[config.mk]
export PLATFORM = sky130hd
export DESIGN_NAME = saturating_accumulator
export DESIGN_NICKNAME = d
export VERILOG_FILES = /design/src/rtl/saturating_accumulator_pkg.sv /design/src/rtl/saturating_accumulator_sat_adder.sv /design/src/rtl/saturating_accumulator.sv
export SDC_FILE = /design/constraint.sdc
export NUM_CORES = 1
export LEC_CHECK = 0
export CAP_MARGIN = 20
export CORE_ASPECT_RATIO = 0.9
export CORE_UTILIZATION = 45
export DETAILED_ROUTE_END_ITERATION = 10
export HOLD_SLACK_MARGIN = 0.12
export MAX_ROUTING_LAYER = met4
export PLACE_DENSITY_LB_ADDON = 0.2
export SLEW_MARGIN = 40
export SYNTH_ARGS = -nofsm -noshare
export SYNTH_HDL_FRONTEND = slang
export SYNTH_HIERARCHICAL = 1
export SYNTH_SLANG_ARGS = --single-unit
export TNS_END_PERCENT = 1
[constraint.sdc]
create_clock -name clk -period 3.4 [get_ports clk]
set_input_delay 0.51 -clock clk [delete_from_list [all_inputs] [get_ports clk]]
set_output_delay 0.51 -clock clk [all_outputs]
set_load 0.01 [all_outputs]
[src/rtl/saturating_accumulator_pkg.sv]
// Shared definitions for the saturating accumulator slice: default word
// width, saturation limits for that width, FSM state encoding and a helper
// that sizes the term counter.
package saturating_accumulator_pkg;

    // Default signed word width of product, accumulator and result
    localparam int SIZE = 22;

    // Saturation limits for the default width
    localparam logic signed [SIZE-1:0] SAT_MAX = {1'b0, {(SIZE-1){1'b1}}};
    localparam logic signed [SIZE-1:0] SAT_MIN = {1'b1, {(SIZE-1){1'b0}}};

    // Accumulator control states
    typedef enum logic [1:0] {
        IDLE  = 2'd0,
        ACCUM = 2'd1,
        DONE  = 2'd2
    } state_t;

    // Smallest counter width able to hold n_terms-1 (never below one bit)
    function automatic int cnt_width(input int n_terms);
        int w;
        w = 1;
        if (n_terms > 2) begin
            w = $clog2(n_terms);
        end
        return w;
    endfunction

endpackage

[src/rtl/saturating_accumulator_sat_adder.sv]
// Combinational two's-complement adder that clamps to the most positive or
// most negative representable value instead of wrapping around.
module sat_adder
    import saturating_accumulator_pkg::*;
#(
    parameter int size = SIZE
) (
    input  logic signed [size-1:0] i_a,
    input  logic signed [size-1:0] i_b,
    output logic signed [size-1:0] o_sum,
    output logic                   o_overflow
);

    localparam logic signed [size-1:0] MAX_VAL = {1'b0, {(size-1){1'b1}}};
    localparam logic signed [size-1:0] MIN_VAL = {1'b1, {(size-1){1'b0}}};

    logic signed [size-1:0] w_raw;
    logic                   w_pos_ovf;
    logic                   w_neg_ovf;

    // Wrapped sum; overflow is detected from the operand and result signs
    assign w_raw     = i_a + i_b;
    assign w_pos_ovf = ~i_a[size-1] & ~i_b[size-1] &  w_raw[size-1];
    assign w_neg_ovf =  i_a[size-1] &  i_b[size-1] & ~w_raw[size-1];

    // Pick the clamp value when the wrapped sum has the wrong sign
    always_comb begin
        o_sum      = w_raw;
        o_overflow = 1'b0;
        if (w_pos_ovf) begin
            o_sum      = MAX_VAL;
            o_overflow = 1'b1;
        end else if (w_neg_ovf) begin
            o_sum      = MIN_VAL;
            o_overflow = 1'b1;
        end
    end

endmodule

[src/rtl/saturating_accumulator.sv]
// Sums N_TERMS saturated products per output sample. A start request in
// IDLE opens a new sum, products are taken through a valid/ready handshake
// while accumulating, and the finished sum is published one cycle after the
// last term together with a sticky flag telling whether any add clamped.
module saturating_accumulator
    import saturating_accumulator_pkg::*;
#(
    parameter int size    = SIZE,
    parameter int N_TERMS = 5
) (
    input  logic                   clk,
    input  logic                   rst_n,
    input  logic                   start,
    input  logic signed [size-1:0] prod,
    input  logic                   prod_valid,
    output logic                   prod_ready,
    output logic signed [size-1:0] result,
    output logic                   result_valid,
    output logic                   busy,
    output logic                   sat
);

    localparam int              CNT_W    = cnt_width(N_TERMS);
    localparam logic [CNT_W-1:0] LAST_CNT = CNT_W'(N_TERMS - 1);

    state_t r_state;
    state_t w_next_state;

    logic signed [size-1:0] r_acc;
    logic [CNT_W-1:0]       r_cnt;
    logic                   r_sticky;
    logic signed [size-1:0] r_result;
    logic                   r_sat;
    logic                   r_result_valid;

    logic                   w_prod_ready;
    logic                   w_busy;
    logic                   w_accept;
    logic                   w_clear;
    logic                   w_last;
    logic signed [size-1:0] w_sum;
    logic                   w_ovf;

    sat_adder #(
        .size (size)
    ) u_sat_adder (
        .i_a        (r_acc),
        .i_b        (prod),
        .o_sum      (w_sum),
        .o_overflow (w_ovf)
    );

    assign w_accept = prod_valid & w_prod_ready;
    assign w_clear  = (r_state == IDLE) & start;
    assign w_last   = w_accept & (r_cnt == LAST_CNT);

    // State register
    always_ff @(posedge clk or negedge rst_n) begin
        if (!rst_n) begin
            r_state <= IDLE;
        end else begin
            r_state <= w_next_state;
        end
    end

    // Next-state decode and handshake/status outputs for the current state
    always_comb begin
        w_next_state = r_state;
        w_prod_ready = 1'b0;
        w_busy       = 1'b0;
        case (r_state)
            IDLE: begin
                if (start) begin
                    w_next_state = ACCUM;
                end
            end
            ACCUM: begin
                w_prod_ready = 1'b1;
                w_busy       = 1'b1;
                if (w_last) begin
                    w_next_state = DONE;
                end
            end
            DONE: begin
                w_busy       = 1'b1;
                w_next_state = IDLE;
            end
            default: begin
                w_next_state = IDLE;
            end
        endcase
    end

    // Running sum, term count and sticky clamp flag
    always_ff @(posedge clk or negedge rst_n) begin
        if (!rst_n) begin
            r_acc    <= '0;
            r_cnt    <= '0;
            r_sticky <= 1'b0;
        end else if (w_clear) begin
            r_acc    <= '0;
            r_cnt    <= '0;
            r_sticky <= 1'b0;
        end else if (w_accept) begin
            r_acc <= w_sum;
            r_cnt <= r_cnt + CNT_W'(1);
            if (w_ovf) begin
                r_sticky <= 1'b1;
            end
        end
    end

    // Publish the finished sum; result and sat hold until the next sum ends
    always_ff @(posedge clk or negedge rst_n) begin
        if (!rst_n) begin
            r_result       <= '0;
            r_sat          <= 1'b0;
            r_result_valid <= 1'b0;
        end else begin
            r_result_valid <= (r_state == DONE);
            if (r_state == DONE) begin
                r_result <= r_acc;
                r_sat    <= r_sticky;
            end
        end
    end

    assign prod_ready   = w_prod_ready;
    assign busy         = w_busy;
    assign result       = r_result;
    assign sat          = r_sat;
    assign result_valid = r_result_valid;

endmodule

==> flow_summary.toml <==
[outcome]
status = "complete, no violations"

[global_routing]
first_global_vias = 3070
overflow = 0
grt_max_degree = 38
antenna_found_initial = 0
grtUsageTotal_pct = 23.1
grt_pass1_wl_mm = 15.3

[timing]
hold_viol = 0
clock_skew_ps = 5.97
relSlewSlack_pct = 58.5
fmax_mhz = 333
fin_setup_tns_ps = 0
finalSetupViolCount = 0
whs_ps = 159
tightest_slew_ps = 623
rsz0062_at_grt = "no"
drv_slew = 0
min_period_ps = 3010
min_period_over_period_pct = 88.4

[worst_setup_path]
cp_max_fo = 5
slowest_delay_ps = 480
rr_worst_depth = 11
endpoint_kind = "flop"
cp.arrival_ps = 3240
crit_chain = "clkdlybuf4s50_1 -> ha_1 -> inv_1 -> fa_1 -> nor2b_1 -> o211ai_1 -> a31oi_1 -> o21ai_1 -> o21ba_2 -> mux2_2 -> o22ai_1 -> nand2_1 -> a21oi_1"
cp-start-kind = "input pin"
slowest_stage = "clkdlybuf4s50_1"
criticalPathCategory = "in2reg"
critPathRequiredTime_ps = 3640

[pwr]
p_clk_share_pct = 11.4
sequentialPowerShare_pct = 28.4
p_int_mw = 1.95
p_leak_nw = 1.93
total_power_mw = 3.38
combPwrFrac_pct = 60.2
p_switching_mw = 1.43
vdd_ir_drop_max_uv = 492
switching_share_pct = 42.3
powerDensity_mw_per_mm2 = 778

[synth]
ys_warn_count = 6
synth_edf_count = 0
synth_top_area_share_pct = 35.3
synth_top_area_cell = "dfrtp_1"
synth.net_count = 466
postSynthAreaPerCell_um2 = 9.02
syn_area_mm2 = 0.00369
synth_ff_type = "dfrtp_1"
ys_ff_latch = 52
ys_async_sr_fraction_pct = 100
synth_area_leaders = "dfrtp_1 (35%), ha_1 (10%), mux2_2 (8.2%), nand2_1 (7.6%), a21oi_1 (6.0%)"
ys_seq_area_share_pct = 35.3
syn_inst = 409
synth_cell_type_count = 52

[placement]
placed_area_mm2 = 0.00425
dp_hpwl_mm = 6.60
gp_congestion = 0.890
port_buffers = 51

[clock_network]
cts_buffers = 5
post-cts-setup-buffer-count = 0
ctsHoldBuffers = 0
clockBufferDepth = 2
cts-root-buf = "clkbuf_8"
cts_resized = 0
clkLatencyLatePin_ps = 310
clock_sinks = 52
cts-htree-levels = 2
cts_tree = "yes"
clk_pin_slew_ps = 100

[routing]
ant_nets = 0
first_pass_iters = 4
drc = 0
vias = 3095
wl_per_cell_um = 16.5
wirelength_mm = 9.10
drt_iter0_markers = 133
drt-vias-per-instance = 5.60

[cells_and_area]
diodes = 0
nFillCells = 746
design_area_mm2 = 0.00435
area_growth_pct = 18.0
fin_util_pct = 56.3
drive_gt1_share_pct = 12.7
fin_nets = 513

[floorplanning]
design.die.area_mm2 = 0.00856
core-area_mm2 = 0.00773
initial_core_util_pct = 47.7
rows = 30
die-width_um = 97.4
die_y_um = 87.9
pin_count = 52

[worst_hold_path]
hold_class = "in2async"

[run]
max_cap_violations = 0
## critical path, delay by kind of cell
family | cells | cell delay, ps
AOI/OAI and AO/OA | 6 | 1110
adders and majority gates | 2 | 570
buffers and inverters | 2 | 540
muxes | 1 | 270
and+or+nand+nor | 2 | 240
## final timing paths
kind                       slack, ps                      to              startpoint
hold reg to reg                  510  result[19]$_DFFE_PN0P_  result[19]$_DFFE_PN0P_
setup reg to reg                 660   r_acc[13]$_DFFE_PN0P_   r_acc[12]$_DFFE_PN0P_
hold / removal                   160  result[10]$_DFFE_PN0P_                   rst_n
min in group clk                 510  result[19]$_DFFE_PN0P_  result[19]$_DFFE_PN0P_
setup / recovery                 390   r_acc[16]$_DFFE_PN0P_                 prod[0]
max in group asynchronous       2640   result[2]$_DFFE_PN0P_                   rst_n
## power by group through the flow
stage,Clock (mW),Sequential [mW],Combinational (mW)
floorplan,0,0.986,1.42
global placement,0,0.965,1.99
detailed placement,0,0.974,2.02
CTS,0.403,0.962,2.03
global route,0.423,0.989,2.25
finish,0.385,0.962,2.04
## layer usage
layer,vias up,global-route usage (%),share of wire [%]
li1,1519,-,-
met1,1502,32.1,50
met2,69,36.4,45
met3,5,3.19,4.2
met4,0,4.81,0.52
met5,-,-,0
## cells in the final DEF (no fill, tap or decap), drive strengths merged, types with 10 or more instances in the layout
cell	n
ha	30
xnor2	11
inv	14
a21oi	49
clkdlybuf4s50	50
o21ai	16
nand2	75
xor2	10
buf	11
mux2	28
nor2	29
dfrtp	52
## final cells by class
class                   count  area, µm²  share of cell area (%)
inverters                  14       52.6                    1.21
well taps                  96        120                    2.76
repair buffers             61        583                    13.4
multi-input cells         322       2200                    50.5
clock buffers               6       82.6                    1.90
flip-flops and latches     52       1300                    29.9
clock inverters             2       13.8                   0.316
## sequential cells by signal, summed over array words and instances (netlist names)
name,cells
r_cnt,3
result,22
result_valid,1
r_sticky,1
r_acc,22
r_state,2
sat,1
## cells by family (layout without fill, tap and decap cells)
| kind of cell | Yosys count | after routing | share of synthesized area, % |
|---|---|---|---|
| AO/OA/AOI/OAI | 100 | 100 | 17.4 |
| flip-flops | 52 | 52 | 35.3 |
| buffers and inverters | 35 | 83 | 5.19 |
| adder cells (fa/ha/maj) | 31 | 31 | 10.7 |
| AND/OR/NAND/NOR | 139 | 139 | 16.5 |
| multiplexers | 31 | 31 | 9.37 |
| XOR/XNOR | 21 | 21 | 5.50 |
## per-stage QoR
step           std cells  worst slack (ps)
2_1_floorplan        409               777
3_3_place_gp         545               139
3_5_place_dp         545               101
4_1_cts              553               421
5_1_grt              553               273
6_report             553               393
## synth_stat cells (2+ instances only)
cell type  instances
a21boi_0           2
a21o_1             2
a21oi_1           44
a21oi_2            5
a22oi_1            2
a311o_1            2
a31oi_1            5
a32oi_1            2
and2_1             3
and3_1             3
and4_1             2
buf_2              9
buf_4              4
buf_8              3
clkbuf_1           5
dfrtp_1           52
ha_1              30
inv_1             13
mux2_2            27
mux2i_1            3
nand2_1           75
nand3_1            9
nor2_1            29
nor2b_1            9
nor3_1             2
nor3b_1            2
o2111ai_1          2
o211ai_1           2
o21a_1             3
o21ai_0           10
o21ai_1            6
o2bb2ai_1          4
xnor2_1           11
xor2_1             9
Note: power is estimated with default switching activity, not from simulation.
